**src/rtl/sparhixcel_loader_pkg.sv**
```systemverilog
`default_nettype none
// ============================================================================
// Module   : sparhixcel_loader_pkg
// Brief    : Shared types and constants for the sparhixcel stream loader:
//            target encoding, header field layout, FSM states, and the
//            signal-ROM geometry shared with the array top.
// Revision : 1.0 - initial release
// ============================================================================
package sparhixcel_loader_pkg;

  // Destination selected by the header word
  typedef enum logic [1:0] {
    TGT_FEAT    = 2'd0,
    TGT_WEIGHT  = 2'd1,
    TGT_ROM     = 2'd2,
    TGT_INVALID = 2'd3
  } target_e;

  // Header word layout: target, base address, payload length in words
  localparam int HDR_TGT_LSB  = 0;
  localparam int HDR_TGT_W    = 2;
  localparam int HDR_BASE_LSB = 2;
  localparam int HDR_BASE_W   = 16;
  localparam int HDR_LEN_LSB  = 18;
  localparam int HDR_LEN_W    = 16;
  localparam int HDR_W        = 34;

  // Loader FSM states
  typedef enum logic [1:0] {
    ST_IDLE = 2'd0,
    ST_LOAD = 2'd1,
    ST_DONE = 2'd2
  } state_e;

  // Geometry shared with the array top
  localparam int N_ROWS_C        = 16;
  localparam int SIG_ROW_BITS_C  = 9;
  localparam int ROM_SIG_WIDTH_C = SIG_ROW_BITS_C * N_ROWS_C;
  localparam int SIG_DEPTH_C     = 18;

  // Header field extraction helpers
  function automatic target_e hdr_target(input logic [HDR_W-1:0] h);
    return target_e'(h[HDR_TGT_LSB +: HDR_TGT_W]);
  endfunction

  function automatic logic [HDR_BASE_W-1:0] hdr_base(input logic [HDR_W-1:0] h);
    return h[HDR_BASE_LSB +: HDR_BASE_W];
  endfunction

  function automatic logic [HDR_LEN_W-1:0] hdr_len(input logic [HDR_W-1:0] h);
    return h[HDR_LEN_LSB +: HDR_LEN_W];
  endfunction

endpackage
`default_nettype wire

```
**src/rtl/sparhixcel_loader_wr_port.sv**
```systemverilog
`default_nettype none
// ============================================================================
// Module   : loader_wr_port
// Brief    : Registered write-port slice: one-cycle strobe per request,
//            address and data captured on the request and held afterwards.
// Revision : 1.0 - initial release
// ============================================================================
module loader_wr_port #(
  parameter int DATA_W = 128,
  parameter int ADDR_W = 16
) (
  input  logic              clk,
  input  logic              rst_n,
  input  logic              we,
  input  logic [ADDR_W-1:0] addr_in,
  input  logic [DATA_W-1:0] data_in,
  output logic              ld,
  output logic [ADDR_W-1:0] addr,
  output logic [DATA_W-1:0] data
);

  // Register the write request; strobe follows the request for one cycle
  always_ff @(posedge clk or negedge rst_n) begin
    if (!rst_n) begin
      ld   <= 1'b0;
      addr <= '0;
      data <= '0;
    end else begin
      ld <= we;
      if (we) begin
        addr <= addr_in;
        data <= data_in;
      end
    end
  end

endmodule
`default_nettype wire

```
**src/rtl/sparhixcel_loader.sv**
```systemverilog
`default_nettype none
// ============================================================================
// Module   : sparhixcel_loader
// Brief    : Stream loader: a header word selects a target memory, base
//            address and length; the following payload words are written
//            one per cycle to the feature, weight or signal-ROM port.
// Revision : 1.0 - initial release
// ============================================================================
module sparhixcel_loader
  import sparhixcel_loader_pkg::*;
#(
  parameter int N_ROWS_ARRAY    = N_ROWS_C,
  parameter int I_WIDTH         = 8,
  parameter int F_WIDTH         = 8,
  parameter int ROM_SIG_WIDTH   = ROM_SIG_WIDTH_C,
  parameter int FEAT_ADDR_WIDTH = 16,
  parameter int SIG_ADDR_WIDTH  = 5,
  parameter int SIG_DEPTH       = SIG_DEPTH_C,
  parameter int DATA_WIDTH      = ROM_SIG_WIDTH
) (
  input  logic                              clk_i,
  input  logic                              general_rst_ni,
  input  logic                              clear_i,
  input  logic                              s_valid_i,
  output logic                              s_ready_o,
  input  logic [DATA_WIDTH-1:0]             s_data_i,
  output logic [N_ROWS_ARRAY*I_WIDTH-1:0]   mem_data_o,
  output logic [FEAT_ADDR_WIDTH-1:0]        wr_addrs_mem_o,
  output logic                              wr_mem_ld_o,
  output logic [N_ROWS_ARRAY*F_WIDTH-1:0]   mem2_data_o,
  output logic [FEAT_ADDR_WIDTH-1:0]        wr_addrs_mem2_o,
  output logic                              wr_mem2_ld_o,
  output logic [ROM_SIG_WIDTH-1:0]          rom_signals_data_o,
  output logic [SIG_ADDR_WIDTH-1:0]         wr_addrs_rom_signal_o,
  output logic                              wr_rom_signals_ld_o,
  output logic                              busy_o,
  output logic                              done_o,
  output logic                              err_o
);

  localparam int MEM_W  = N_ROWS_ARRAY * I_WIDTH;
  localparam int MEM2_W = N_ROWS_ARRAY * F_WIDTH;
  localparam int FULL_W = HDR_BASE_W + 1;
  // base+k is compared at one bit wider than the base so it never wraps
  localparam logic [FULL_W-1:0] SIG_LIMIT = FULL_W'(SIG_DEPTH);

  state_e                 state;
  target_e                target;
  logic [HDR_BASE_W-1:0]  base;
  logic [HDR_LEN_W-1:0]   len;
  logic [HDR_LEN_W-1:0]   count;
  logic                   busy;
  logic                   done;
  logic                   err;

  logic                       accept;
  logic                       beat;
  logic                       last_beat;
  logic                       rom_in_range;
  logic                       beat_err;
  logic                       we_mem;
  logic                       we_mem2;
  logic                       we_rom;
  logic [FULL_W-1:0]          full_addr;
  logic [FEAT_ADDR_WIDTH-1:0] feat_addr;
  logic [HDR_W-1:0]           hdr_word;
  target_e                    new_target;
  logic [HDR_BASE_W-1:0]      new_base;
  logic [HDR_LEN_W-1:0]       new_len;
  logic [MEM_W-1:0]           mem_data_in;
  logic [MEM2_W-1:0]          mem2_data_in;
  logic [ROM_SIG_WIDTH-1:0]   rom_data_in;

  assign s_ready_o = ((state == ST_IDLE) || (state == ST_LOAD)) && !clear_i;
  assign accept    = s_valid_i && s_ready_o;
  assign beat      = accept && (state == ST_LOAD);
  assign last_beat = (count == (len - HDR_LEN_W'(1)));

  assign hdr_word   = s_data_i[HDR_W-1:0];
  assign new_target = hdr_target(hdr_word);
  assign new_base   = hdr_base(hdr_word);
  assign new_len    = hdr_len(hdr_word);

  // Feature/weight addresses wrap naturally at the port width
  assign feat_addr    = FEAT_ADDR_WIDTH'(base) + FEAT_ADDR_WIDTH'(count);
  assign full_addr    = {1'b0, base} + {1'b0, count};
  assign rom_in_range = (full_addr < SIG_LIMIT);

  assign we_mem   = beat && (target == TGT_FEAT);
  assign we_mem2  = beat && (target == TGT_WEIGHT);
  assign we_rom   = beat && (target == TGT_ROM) && rom_in_range;
  assign beat_err = beat && (((target == TGT_ROM) && !rom_in_range) ||
                             (target == TGT_INVALID));

  assign mem_data_in  = MEM_W'(s_data_i);
  assign mem2_data_in = MEM2_W'(s_data_i);
  assign rom_data_in  = ROM_SIG_WIDTH'(s_data_i);

  // Transfer FSM with registered status outputs and sticky error flag
  always_ff @(posedge clk_i or negedge general_rst_ni) begin
    if (!general_rst_ni) begin
      state  <= ST_IDLE;
      target <= TGT_FEAT;
      base   <= '0;
      len    <= '0;
      count  <= '0;
      busy   <= 1'b0;
      done   <= 1'b0;
      err    <= 1'b0;
    end else if (clear_i) begin
      state <= ST_IDLE;
      busy  <= 1'b0;
      done  <= 1'b0;
    end else begin
      case (state)
        ST_IDLE: begin
          if (accept) begin
            target <= new_target;
            base   <= new_base;
            len    <= new_len;
            count  <= '0;
            err    <= 1'b0;
            busy   <= 1'b1;
            if (new_len == '0) begin
              state <= ST_DONE;
              done  <= 1'b1;
            end else begin
              state <= ST_LOAD;
            end
          end
        end
        ST_LOAD: begin
          if (beat) begin
            count <= count + HDR_LEN_W'(1);
            if (beat_err) err <= 1'b1;
            if (last_beat) begin
              state <= ST_DONE;
              done  <= 1'b1;
            end
          end
        end
        default: begin
          state <= ST_IDLE;
          busy  <= 1'b0;
          done  <= 1'b0;
        end
      endcase
    end
  end

  assign busy_o = busy;
  assign done_o = done;
  assign err_o  = err;

  loader_wr_port #(.DATA_W(MEM_W), .ADDR_W(FEAT_ADDR_WIDTH)) u_mem_port (
    .clk     (clk_i),
    .rst_n   (general_rst_ni),
    .we      (we_mem),
    .addr_in (feat_addr),
    .data_in (mem_data_in),
    .ld      (wr_mem_ld_o),
    .addr    (wr_addrs_mem_o),
    .data    (mem_data_o)
  );

  loader_wr_port #(.DATA_W(MEM2_W), .ADDR_W(FEAT_ADDR_WIDTH)) u_mem2_port (
    .clk     (clk_i),
    .rst_n   (general_rst_ni),
    .we      (we_mem2),
    .addr_in (feat_addr),
    .data_in (mem2_data_in),
    .ld      (wr_mem2_ld_o),
    .addr    (wr_addrs_mem2_o),
    .data    (mem2_data_o)
  );

  loader_wr_port #(.DATA_W(ROM_SIG_WIDTH), .ADDR_W(SIG_ADDR_WIDTH)) u_rom_port (
    .clk     (clk_i),
    .rst_n   (general_rst_ni),
    .we      (we_rom),
    .addr_in (SIG_ADDR_WIDTH'(full_addr)),
    .data_in (rom_data_in),
    .ld      (wr_rom_signals_ld_o),
    .addr    (wr_addrs_rom_signal_o),
    .data    (rom_signals_data_o)
  );

endmodule
`default_nettype wire

```
**config.mk**
```make
export PLATFORM = sky130hd
export DESIGN_NAME = sparhixcel_loader
export DESIGN_NICKNAME = d
export VERILOG_FILES = /design/src/rtl/sparhixcel_loader_pkg.sv /design/src/rtl/sparhixcel_loader_wr_port.sv /design/src/rtl/sparhixcel_loader.sv
export SDC_FILE = /design/constraint.sdc
export NUM_CORES = 1
export LEC_CHECK = 0
export CAP_MARGIN = 15
export CORE_AREA = 2 2 228 230
export DETAILED_ROUTE_END_ITERATION = 8
export DIE_AREA = 0 0 230 232
export MAX_ROUTING_LAYER = met4
export PLACE_DENSITY = 0.73
export SYNTH_ARGS = -nofsm -noshare
export SYNTH_HDL_FRONTEND = slang
export SYNTH_SLANG_ARGS = --single-unit
```
**constraint.sdc**
```tcl
create_clock -name clk_i -period 3.6 [get_ports clk_i]
set_clock_uncertainty 0.1 [all_clocks]
set_input_delay 0.36 -clock clk_i [delete_from_list [all_inputs] [get_ports clk_i]]
set_output_delay 0.36 -clock clk_i [all_outputs]
set_load 0.005 [all_outputs]
```
=== Word level (Yosys, flattened, before mapping) ===
Index checks and enable logic that the tools add are counted.
W data, S select, Z words.

* Output and inout bits: 444
* Memories: 0
* ROM bits: 0
* Bits in writable memories: 0
* Bits in latches: 0
* Logic and storage cells: 81
* Flip-flop bits (word level): 495

* Multiply operators: 0
* Order comparisons: 1
* Shifts and indexed selects: 0
* Divide/modulo/power cells: 0
* Eq/ne operators: 13
* Reduce and logical (&&, ||, !) cells: 23
* Multiplexer cells: 22
* Bitwise logic cells: 1
* $add $sub $neg: 4

{| class="wikitable"
|+ Operators by type and width
! operator !! count
|-
| $mux W16 || 2
|-
| $pmux W16 S2 || 1
|-
| $add A16 B16 Y17 || 1
|-
| $lt A17 B5 Y1 const B || 1
|-
| $add A16 B1 Y16 const B || 1
|-
| $add A16 B16 Y16 || 1
|-
| $eq A16 B16 Y1 || 1
|-
| $logic_not A16 Y1 || 1
|-
| $sub A16 B1 Y16 const B || 1
|-
| $mux W1 || 10
|-
| $mux W2 || 5
|-
| $logic_and A1 B1 Y1 || 9
|-
| $ne A3 B3 Y1 const B || 3
|-
| $ne A2 B2 Y1 const B || 4
|-
| $reduce_and A4 Y1 || 2
|-
| $pmux W1 S2 || 3
|-
| $reduce_and A3 Y1 || 2
|-
| $reduce_and A5 Y1 || 1
|-
| $eq A2 B1 Y1 const B || 2
|-
| $eq A2 B2 Y1 const B || 2
|-
| $logic_not A2 Y1 || 2
|-
| $pmux W2 S2 || 1
|-
| $ne A3 B2 Y1 const B || 1
|-
| $logic_not A1 Y1 || 2
|-
| other kinds (4) || 5
|}

=== Logic depth before layout (Yosys ltp) ===
Gate-level depths: netlist of run 1.

* Word-level depth: 9
* Gate-level depth with buffers: 13
* Gate-level depth less buffers: 11

=== By module ===
From an unflattened synthesis of run 1, not the netlist that was laid out.

* Cell total of the unflattened synthesis: 1340
* Area total of the unflattened synthesis: 21077.7 µm²

{| class="wikitable"
|+ Modules (own cells, without submodules)
! module !! cells each !! area each (µm²) !! times used !! seq. area each (µm²)
|-
| loader_wr_port (u_mem2_port ...) || 305 || 5605.4 || 2 || 3628.5
|-
| loader_wr_port (u_rom_port) || 316 || 5983.2 || 1 || 3753.6
|-
| sparhixcel_loader || 414 || 3883.7 || 1 || 1376.3
|}

=== Least setup slack after synthesis of run 1 ===
Ideal clock, no wire load.

* Path type: register to register
* From: reg count[0]
* To: reg u_rom_port.data[135]
* Arrival: 3.267 ns
* Slack: 0.108 ns
* Clock period less this slack: 3.492 ns
* Data required time: 3.375 ns
* Path buffers: 2
* Stages on the path, launching flop included: 14
* Setup time: 0.125 ns
* Path through: dfrtp_1 ha_1 inv_1 fa_1 nor2b_1 o2111a_1 o21ai_1 o21ai_0 nand3_1 a2111oi_2 nand4_2 buf_4 buf_6 mux2_4

* Word-level cells in the longest chain between the ends: 3

{| class="wikitable"
|+ RTL lines
! what !! RTL line !! text
|-
| start, declared || sparhixcel_loader.sv:51 || <nowiki>logic [HDR_LEN_W-1:0] count;</nowiki>
|-
| start signal, assigned || sparhixcel_loader.sv:134 || <nowiki>count <= count + HDR_LEN_W'(1);</nowiki>
|-
| $add A16 B16 Y17 || sparhixcel_loader.sv:86 || <nowiki>assign full_addr = {1'b0, base} + {1'b0, count};</nowiki>
|-
| $lt A17 B5 Y1 || sparhixcel_loader.sv:87 || <nowiki>assign rom_in_range = (full_addr < SIG_LIMIT);</nowiki>
|-
| $logic_and A1 B1 Y1 || sparhixcel_loader.sv:91 || <nowiki>assign we_rom = beat && (target == TGT_ROM) && rom_in_range;</nowiki>
|-
| end signal, assigned || sparhixcel_loader_wr_port.sv:32 || <nowiki>data <= data_in;</nowiki>
|-
| end, declared || sparhixcel_loader_wr_port.sv:19 || <nowiki>output logic [DATA_W-1:0] data</nowiki>
|}

Every way passes these cells.
A chain may end at the register's enable or synchronous reset.

=== Worst setup path in the final report of run 1 ===
* From: reg base[0]
* To: reg u_rom_port.data[130]

* Word-level cells in the longest chain between the ends: 3

{| class="wikitable"
|+ RTL lines
! what !! RTL line !! text
|-
| start, declared || sparhixcel_loader.sv:49 || <nowiki>logic [HDR_BASE_W-1:0] base;</nowiki>
|-
| start signal, assigned || sparhixcel_loader.sv:119 || <nowiki>base <= new_base;</nowiki>
|-
| $add A16 B16 Y17 || sparhixcel_loader.sv:86 ||
|-
| $lt A17 B5 Y1 || sparhixcel_loader.sv:87 ||
|-
| $logic_and A1 B1 Y1 || sparhixcel_loader.sv:91 ||
|}

Every way passes these cells.

==> summary.md, run 1 <==
| Metric | Value |
|---|---|
| Number of flops mapped to enable cells by yosys | 0 |
| TritonCTS Buffers | 53 |
| Post-synthesis net count | 2076 |
| Met2 usage in global routing | 39.3% |
| Cell Rows | just over 80 |
| Largest net degree at the start of global routing | around 150 |
| Gr ovfl total | 0 |
| Unrepaired setup endpoints after global routing | true |
| DIE WIDTH | 230 µm |
| Yosys cell types | 57 |
| Reg2Reg Capture Point | u_rom_port.data[130] |
| Reg2reg path depth | 12 |
| R2r setup slk | 0.02 ns |
| Vias in the first global route | 17000 |
| First-pass GRT wire length | 100000 µm |
| Fraction of layout cells with a size suffix above 1 | 14.8% |
| Pwr Density | 644 mW/mm² |
| HPWL Detailed | approximately 45000 µm |
| Via density | 5.09 |
| Final setup violation count | 0 |
| Clk_lat worst skew | 0.60 ns |
| Max_slew headroom | 36.6% |
| Max-Cap Viols | 0 |
| Vias | approximately 17000 |
| Commonest non-fill, non-tap cell in the layout | nand2_1 |
| CP Launch Type | flip-flop |
| Crit. End Element | flip-flop |
| CTS Buffer Depth | 3 |
| Met1 usage | 31.0% |
| Busiest grt layer | met2 |
| TritonCTS Sinks | 495 |
| Hold Path End | u_mem2_port.data[54] |
| Initial antenna violation count | 3 |
| HP Start | s_data_i[54] |
| Peak supply drop | 447 µV |
| Ys async rst share | 100% |
| TritonCTS clock tree | yes |
| Least-Margin Pin Slew | 0.952 ns |
| Syn Std Cell Area | 0.0204 mm² |
| Worst Hold Path Cells | 3 |
| Post-Syn Area per Cell | 10.7 µm² |
| Critical path required time | between 3 and 4 ns |
| Pins over their slew limit | 0 |
| Cells after Synth | 1909 |
| Drt wl/cell | 20.6 µm |
| Io pins | 592 |
| Final worst path period share | between 90% and 100% |
| Fmax | 279 MHz |
| Placer Congestion | 0.942 |
| Synth warnings | 0 |
| Final setup margin | around 0.017 ns |
| CTS H-Tree Depth | 2 |
| GR Util All Layers | between 20 and 25% |
| Crit Path Class | flip-flop to flip-flop |
| Final hold violations | 0 |
| DR pass1 iterations | 5 |
| DRC | 0 |
| Final Critical Period | 3.58 ns |
| Yosys reg bits | 495 |
| Die Span Y | 232 µm |
| Post-synth top flop | dfrtp_1 |
| Fill cells | 4148 |
| Net count, final | 2703 |
| Reg2reg start | base[0] |
| Finished Core Util | 58.6% |
| Met3 Use GR | 5.76% |
| Core area | 0.0509 mm² |
| Final WL | 67300 µm |
| Hold WC Path Type | input port to flip-flop |
| Die Area | 0.0534 mm² |
| Routed Antenna Nets | 0 |
| Area growth from synthesis to layout | 45.8% |
| Port Buffers | 591 |
| Root buffer cell | clkbuf_16 |
| Iteration-0 DRC Markers | 937 |
| Worst Path Arrival | 3.94 ns |
| Pleak | 0.0148 µW |
| Post-Place Setup Slack | -0.162 ns |
| Clk slew on worst S/H paths | 0.06 ns |
| Crit Path Max Fanout | 6 |
| Status | finished, final reports clean |
| Post-synthesis sequential area ratio | between 60% and 70% |
| Initial Utilization | approximately 40% |
| Commonest cells after routing, fill and taps aside | nand2_1 (840), clkdlybuf4s50_1 (590), dfrtp_1 (494) |
cells by family (layout without fill, tap and decap cells):
kind of cell | Yosys count | in the layout | share of synthesized area [%]
compound gates | 109 | 109 | 3.51
xor+xnor | 32 | 32 | 1.37
fa+ha+maj | 19 | 19 | 1.20
buf+inv | 113 | 785 | 2.53
flops | 495 | 495 | 60.6
mux | 195 | 195 | 12.5
other cells | 0 | 3 | 0
simple gates | 946 | 946 | 18.3
how the worst max path moves through the flow:
stage,startpoint,endpoint,slack (ns),cells past startpoint
after floorplan,count[0],u_rom_port.data[135],0.11,13
after global placement,base[0],u_rom_port.data[104],-0.08,11
final,base[0],u_rom_port.data[130],0.02,12
after detailed placement,count[0],u_rom_port.data[64],-0.16,11
after global routing,base[3],u_rom_port.addr[2],-0.15,11
after CTS,count[8],u_rom_port.data[77],0.02,11
registers in the layout, summed over array words and instances, names as in the netlist, 2 cells and up:
name              cells
u_mem2_port.data    128
u_rom_port.addr       5
u_mem_port.data     128
u_mem2_port.addr     16
u_rom_port.data     144
base                 16
target                2
len                  16
u_mem_port.addr      16
state                 2
count                16
Yosys cell counts (10+ instances only):
library cell	count	area [µm²]
nand2_1	841	3160
a21oi_1	15	75.1
o21ai_0	45	225
buf_6	12	135
xnor2_1	17	149
inv_1	16	60.1
xor2_1	15	131
mux2_1	10	113
nand3_1	17	85.1
ha_1	18	225
mux2_2	80	901
dfrtp_1	495	12400
mux2_4	98	1470
clkbuf_1	80	300
nor2_1	27	101
layout make-up:
cell class | instances | area (µm²) | area share [%]
well taps | 680 | 851 | 2.85
inverters | 16 | 65.1 | 0.218
repair buffers | 669 | 6910 | 23.2
diodes | 3 | 7.51 | 0.0252
clock inverters | 25 | 352 | 1.18
flip-flops and latches | 495 | 12400 | 41.5
multi-input cells | 1301 | 7700 | 25.8
clock buffers | 75 | 1540 | 5.17
critical path, cell delays in order, from the launching register on:
cell       delay [ns]
dfrtp_1          0.36
ha_2             0.19
inv_2            0.04
fa_2             0.37
xnor2_2          0.15
or4b_4           0.50
a31oi_4          0.22
o2111ai_2        0.15
a2111oi_4        0.43
nand4_4          0.20
clkbuf_16        0.25
clkbuf_16        0.18
mux2_4           0.30
through the flow:
stage                     power [µW]  std cells  hold WS, ns  TNS [ns]  cell area (µm²)
after floorplan                 9380       1909      -0.0356         0            20400
after global placement         13100       3143        0.337     -5.63            27400
after detailed placement       13300       3143        0.340    -16.54            27400
after CTS                      19300       3249        0.217         0            29500
after global routing           20200       3264        0.244    -17.13            29800
final                          19200       3264        0.261         0            29800
repair_timing:
action | CTS | global route
pin swaps | 4 | 6
hold endpoints to repair | 78 | 0
resized for setup | 11 | 32
setup endpoints to repair | 147 | 148
hold buffers | 1 | 0
cloned | 2 | 12
buffers inserted | 3 | 1
routing by layer:
layer,part of all wire [%],routed length (µm)
met5,0,0
met4,3.5,2350
met3,6.9,4660
met2,48,32600
met1,41,27700
power breakdown:
| part | total [µW] | switching (µW) | internal (µW) |
|---|---|---|---|
| combinational | 5540 | 2380 | 3160 |
| clock | 5880 | 2310 | 3570 |
| sequential | 7770 | 849 | 6930 |
| total | 19200 | 5540 | 13700 |
Note: power is estimated with default switching activity, not from simulation.
==> run 2, diff against run 1 <==
--- a/config.mk
+++ b/config.mk
@@ -6,11 +6,11 @@
 export NUM_CORES = 1
 export LEC_CHECK = 0
 export CAP_MARGIN = 15
-export CORE_AREA = 2 2 228 230
+export CORE_AREA = 8 8 228 230
 export DETAILED_ROUTE_END_ITERATION = 8
-export DIE_AREA = 0 0 230 232
+export DIE_AREA = 0 0 236 238
 export MAX_ROUTING_LAYER = met4
-export PLACE_DENSITY = 0.73
+export PLACE_DENSITY = 0.77
 export SYNTH_ARGS = -nofsm -noshare
 export SYNTH_HDL_FRONTEND = slang
 export SYNTH_SLANG_ARGS = --single-unit
==> summary.md, run 2 (same netlist as run 1, synthesis figures left out) <==
| Metric | Value |
|---|---|
| CTS Buffer Depth | 3 (unchanged) |
| Worst Path Arrival | 3.93 ns (about the same) |
| Crit Path Max Fanout | 19 (+13) |
| Root buffer cell | clkbuf_16 |
| Final hold violations | 0 (unchanged) |
| Pleak | 0.0149 µW (+0.69%) |
| TritonCTS Buffers | 53 (unchanged) |
| Iteration-0 DRC Markers | 986 (+5.2%) |
| Gr ovfl total | 0 (unchanged) |
| GR Util All Layers | 24.1% (-0.56 points) |
| Status | finished, final reports clean |
| Pins over their slew limit | 0 (unchanged) |
| Max_slew headroom | 46.3% (+9.7 points) |
| First-pass GRT wire length | 105000 µm (+4.3%) |
| Area growth from synthesis to layout | 46.6% |
| Final Critical Period | 3.58 ns (-0.00218 ns) |
| DIE WIDTH | 236 µm (+2.6%) |
| Fmax | 279 MHz (about the same) |
| Crit. End Element | flip-flop |
| Core area | 0.0483 mm² (-5.0%) |
| Die Span Y | 238 µm (+2.6%) |
| Largest net degree at the start of global routing | 101 (-31%) |
| Fin Setup TNS | 0 ns (unchanged) |
| Commonest cells after routing, fill and taps aside | nand2_1 (840), clkdlybuf4s50_1 (590), dfrtp_1 (495) |
| Port Buffers | 591 (unchanged) |
| Fraction of layout cells with a size suffix above 1 | 15.6% (+0.76 points) |
| DRC | 0 (unchanged) |
| Post-Place Setup Slack | -0.109 ns (+0.0533 ns) |
| Least-Margin Pin Slew | 0.806 ns (-0.146 ns) |
| Initial Utilization | 42.3% (+2.1 points) |
| DR pass1 iterations | 5 (unchanged) |
| CTS H-Tree Depth | 2 (unchanged) |
| HPWL Detailed | 49400 µm (+9.4%) |
| Placer Congestion | 0.894 (-5.1%) |
| Fill cells | 3729 (-10%) |
| Crit Path Class | flip-flop to flip-flop |
| Hold WC Path Type | input port to flip-flop |
| Io pins | 592 (unchanged) |
| Most flops, register | u_rom_port.data |
| TritonCTS Sinks | 495 (unchanged) |
| Max reg flops | 144 (unchanged) |
| Min Hold Slack | 0.276 ns (+0.0155 ns) |
| Commonest non-fill, non-tap cell in the layout | nand2_1 |
| Cell Rows | 81 (-2.4%) |
| Clk slew on worst S/H paths | 0.06 ns (about the same) |
| Initial antenna violation count | 2 (-1) |
| Pwr Density | 650 mW/mm² (+1.0%) |
| Final WL | 70100 µm (+4.2%) |
| Die Area | 0.0562 mm² (+5.3%) |
| Via density | 5.15 (+1.1%) |
| Final setup violation count | 0 (unchanged) |
| Critical path required time | 3.95 ns (about the same) |
| Vias | 16600 (-0.19%) |
| Unrepaired setup endpoints after global routing | true |
| Vias in the first global route | 17200 (+1.6%) |
| Top flop regs | u_rom_port.data: 144 flops, u_mem2_port.data: 128 flops, u_mem_port.data: 128 flops |
| CP Launch Type | flip-flop |
| Drt wl/cell | 21.8 µm (+5.6%) |
| Peak supply drop | 542 µV (+21%) |
| Final setup margin | 0.0187 ns (+0.00218 ns) |
| Final worst path period share | 99.5% (about the same) |
| TritonCTS clock tree | yes |
| Clk_lat worst skew | 0.58 ns (-0.02 ns) |
| Net count, final | 2719 (+0.59%) |
| Max-Cap Viols | 0 (unchanged) |
| Routed Antenna Nets | 0 (unchanged) |
-- run 2: cell types whose count changed in the layout (fill, tap and decap cells not counted), moves of 5 or more --
cell      delta
clkbuf_1     -5
clkbuf_8     +5
mux2_1       +7
buf_4       +13
buf_8        +7
mux2_4       -7
-- run 2: worst paths after layout --
kind,cells past startpoint,slack [ns],end,start
max,13,0.02,u_rom_port.data[126],count[0]
min,3,0.28,u_mem_port.data[59],s_data_i[59]
max reg2reg,13,0.02,u_rom_port.data[126],count[0]
min reg2reg,2,0.37,u_mem2_port.data[102],u_mem2_port.data[102]
max in group asynchronous,3,2.04,u_mem2_port.data[111],general_rst_ni
min in group asynchronous,2,0.32,u_mem2_port.data[22],general_rst_ni
-- run 2: what timing repair did --
action | in CTS | in global routing
hold buffers | 1 | 0
gates cloned | 1 | 8
buffers inserted | 0 | 6
gates resized for setup | 8 | 54
pin swaps | 3 | 4
setup endpoints to repair | 147 | 149
endpoints found under the hold margin | 86 | 0
-- run 2: final cells by class --
type / instances / area, µm² / area share (%)
sequential: 495 / 12400 / 41.3
multi-input combinational: 1301 / 7740 / 25.8
timing repair buffer: 685 / 7040 / 23.5
clock buffer: 75 / 1590 / 5.31
tap: 622 / 778 / 2.60
clock inverter: 25 / 370 / 1.24
inverter: 16 / 65.1 / 0.217
antenna: 2 / 5.00 / 0.0167
-- run 2: report_power, final --
group          switching, µW  total (µW)  leakage (µW)  internal, µW
Sequential               838        7760       0.00649          6930
Combinational           2530        5730       0.00742          3200
Clock                   2280        6010      0.000969          3730
Total                   5650       19500        0.0149         13800
-- run 2: worst max-delay path, stage by stage, from the launching register on --
cell       delay [ns]
dfrtp_1          0.36
ha_2             0.20
inv_2            0.04
fa_2             0.39
xnor2_2          0.16
or4b_4           0.50
a31oi_4          0.21
o2111ai_4        0.14
a2111oi_4        0.20
buf_4            0.18
nand4_4          0.23
buf_12           0.25
buf_12           0.17
mux2_4           0.31
-- run 2: metrics by stage --
| stage | cell area (µm²) | instances | utilization [%] | power (µW) |
|---|---|---|---|---|
| after detailed placement | 27500 | 3103 | 56.9 | 13400 |
| after global placement | 27500 | 3103 | 56.9 | 13200 |
| after floorplan | 20400 | 1909 | - | 9380 |
| final | 30000 | 3221 | 62.0 | 19500 |
| after global routing | 30000 | 3221 | 62.0 | 20400 |
| after CTS | 29500 | 3205 | 61.1 | 19500 |
-- run 2: routing by layer --
| layer | global-route usage, % | vias up | routed length, µm |
|---|---|---|---|
| met5 | - | - | 0 |
| met2 | 39.1 | 691 | 33900 |
| met3 | 6.65 | 155 | 5850 |
| met4 | 9.53 | 0 | 2930 |
| li1 | - | 7499 | - |
| met1 | 28.5 | 8252 | 27400 |
==> run 3, diff against run 2 <==
--- a/config.mk
+++ b/config.mk
@@ -7,6 +7,7 @@
 export LEC_CHECK = 0
 export CAP_MARGIN = 15
 export CORE_AREA = 8 8 228 230
+export CTS_CLUSTER_DIAMETER = 40
 export DETAILED_ROUTE_END_ITERATION = 8
 export DIE_AREA = 0 0 236 238
 export MAX_ROUTING_LAYER = met4
==> summary.md, run 3 (same netlist as run 1, synthesis figures left out) <==
| Metric | Value |
|---|---|
| Status | finished, final reports clean |
| Clk_lat worst skew | 0.59 ns (about the same) |
| Io pins | 592 (unchanged) |
| Met1 usage | 28.7% (+0.19 points) |
| Vias | 16800 (+1.0%) |
| Routed Antenna Nets | 0 (unchanged) |
| Gr ovfl total | 0 (unchanged) |
| Critical path required time | 3.97 ns (+0.02 ns) |
| Pins over their slew limit | 0 (unchanged) |
| Max reg flops | 144 (unchanged) |
| Initial antenna violation count | 2 (unchanged) |
| Crit. End Element | flip-flop |
| Final worst path period share | 99.9% (+0.47 points) |
| Initial Utilization | 42.3% (unchanged) |
| First-pass GRT wire length | 106000 µm (+1.7%) |
| Clk slew on worst S/H paths | 0.06 ns (about the same) |
| Least-Margin Pin Slew | 0.778 ns (-0.0279 ns) |
| Fin Setup TNS | 0 ns (unchanged) |
| Area growth from synthesis to layout | 48.4% |
| Placer Congestion | 0.894 (unchanged) |
| Final WL | 69600 µm (-0.77%) |
| Largest net degree at the start of global routing | 101 (unchanged) |
| Peak supply drop | 507 µV (-6.5%) |
| Tot Pwr | 20800 µW (+6.7%) |
| Unrepaired setup endpoints after global routing | true |
| Final Critical Period | 3.60 ns (+0.0168 ns) |
| Busiest grt layer | met2 |
| Crit Path Max Fanout | 17 (-2) |
| Crit Path Class | flip-flop to flip-flop |
| CTS Buffer Depth | 3 (unchanged) |
| Met3 Use GR | 6.98% (+0.33 points) |
| CTS H-Tree Depth | 3 (+1) |
| Met2 usage in global routing | 40.1% (+0.96 points) |
| Most used cell along the critical path | buf_12 |
| Fraction of layout cells with a size suffix above 1 | 16.2% (+0.58 points) |
| TritonCTS Sinks | 495 (unchanged) |
| CP Launch Type | flip-flop |
| Max_slew headroom | 48.1% (+1.9 points) |
| Via density | 5.16 (+0.23%) |
| Worst path slowest cell | ha_1 |
| Core area | 0.0483 mm² (unchanged) |
| Vias in the first global route | 17600 (+2.2%) |
| Drt wl/cell | 21.4 µm (-1.5%) |
| Top flop regs | u_rom_port.data: 144 flops, u_mem2_port.data: 128 flops, u_mem_port.data: 128 flops |
| Root buffer cell | clkbuf_16 |
| DIE WIDTH | 236 µm (unchanged) |
| Final hold violations | 0 (unchanged) |
| Pwr Density | 686 mW/mm² (+5.4%) |
| Register Area | 0.0124 mm² (unchanged) |
| Slowest Stage Delay on Critical Path | 0.40 ns (-0.10 ns) |
| Iteration-0 DRC Markers | 882 (-11%) |
| Multi-input logic area | 0.00769 mm² (-0.65%) |
| DRC | 0 (unchanged) |
| TritonCTS Buffers | 73 (+38%) |
| GR Util All Layers | 24.7% (+0.61 points) |
| TritonCTS clock tree | yes |
| Die Span Y | 238 µm (unchanged) |
| Fill cells | 3664 (-1.7%) |
| Post-route cell area | 0.0303 mm² (+1.2%) |
| Final setup violation count | 0 (unchanged) |
| Worst Path Arrival | 3.96 ns (+0.03 ns) |
| Hold WC Path Type | input port to flip-flop |
| Worst path cell trace | ha_1 > a21oi_1 > o21ai_0 > a31o_2 > a311oi_2 > xnor2_2 > a2111oi_4 > buf_4 > nand4_4 > buf_6 > buf_12 > buf_12 > mux2_1 |
| Cell Rows | 81 (unchanged) |
| Fmax | 278 MHz (-0.47%) |
| Most flops, register | u_rom_port.data |
| Pleak | 0.0150 µW (+1.2%) |
| DR pass1 iterations | 5 (unchanged) |
| HPWL Detailed | 49400 µm (unchanged) |
| Commonest cells after routing, fill and taps aside | nand2_1 (840), clkdlybuf4s50_1 (590), dfrtp_1 (495) |
| Port Buffers | 591 (unchanged) |
| Commonest non-fill, non-tap cell in the layout | nand2_1 |
| Net count, final | 2731 (+0.44%) |
| Finished Core Util | 62.8% (+0.76 points) |
| Die Area | 0.0562 mm² (unchanged) |
| DP Area | 0.0275 mm² (unchanged) |
| Max-Cap Viols | 0 (unchanged) |
run 3: worst max-delay path, delay by kind of cell (launching register included):
kind            cells  cell delay, ns
flops               1            0.39
fa+ha+maj           1            0.40
xor+xnor            1            0.16
buf+inv             4            0.66
compound gates      5            1.29
mux                 1            0.32
simple gates        1            0.13
run 3: worst paths after layout:
path	startpoint	end	slack (ns)	cells after the start
min reg2reg	u_mem_port.data[80]	u_mem_port.data[80]	0.37	2
min in group asynchronous	general_rst_ni	u_mem2_port.data[22]	0.31	2
max reg2reg	base[8]	u_rom_port.data[84]	0.002	13
max	base[8]	u_rom_port.data[84]	0.002	13
min	s_data_i[115]	u_mem_port.data[115]	0.26	3
max in group asynchronous	general_rst_ni	u_mem_port.data[112]	2.04	3
run 3: cell type report:
cell class | count | area share (%)
sequential | 495 | 40.8
multi-input combinational | 1301 | 25.3
timing repair buffer | 677 | 22.6
clock buffer | 90 | 6.70
tap | 622 | 2.56
clock inverter | 43 | 1.74
inverter | 16 | 0.214
antenna | 2 | 0.0165
run 3: metal layers:
metal,wire (µm),part of all wire (%)
met1,27000,39
met4,3010,4.3
met2,33900,49
met3,5710,8.2
met5,0,0
run 3: what timing repair did:
action / 4_1_cts / 5_1_grt
hold endpoints to repair: 86 / 0
setup endpoints to repair: 147 / 149
gates resized for setup: 11 / 38
hold buffers: 1 / 0
gates cloned: 2 / 0
setup buffers: 2 / 4
pin swaps: 3 / 6
run 3: per-stage QoR:
stage	setup slack, ns	hold WS, ns	std cells
2_1_floorplan	0.108	-0.0356	1909
3_3_place_gp	0.0117	0.347	3103
3_5_place_dp	-0.109	0.350	3103
4_1_cts	0.00294	0.213	3241
5_1_grt	-0.146	0.258	3246
6_report	0.00196	0.262	3246
run 3: where the power goes:
group          switching, µW  total, µW  internal (µW)
registers                831       7760           6930
logic                   2510       5690           3180
clock network           2700       7360           4660
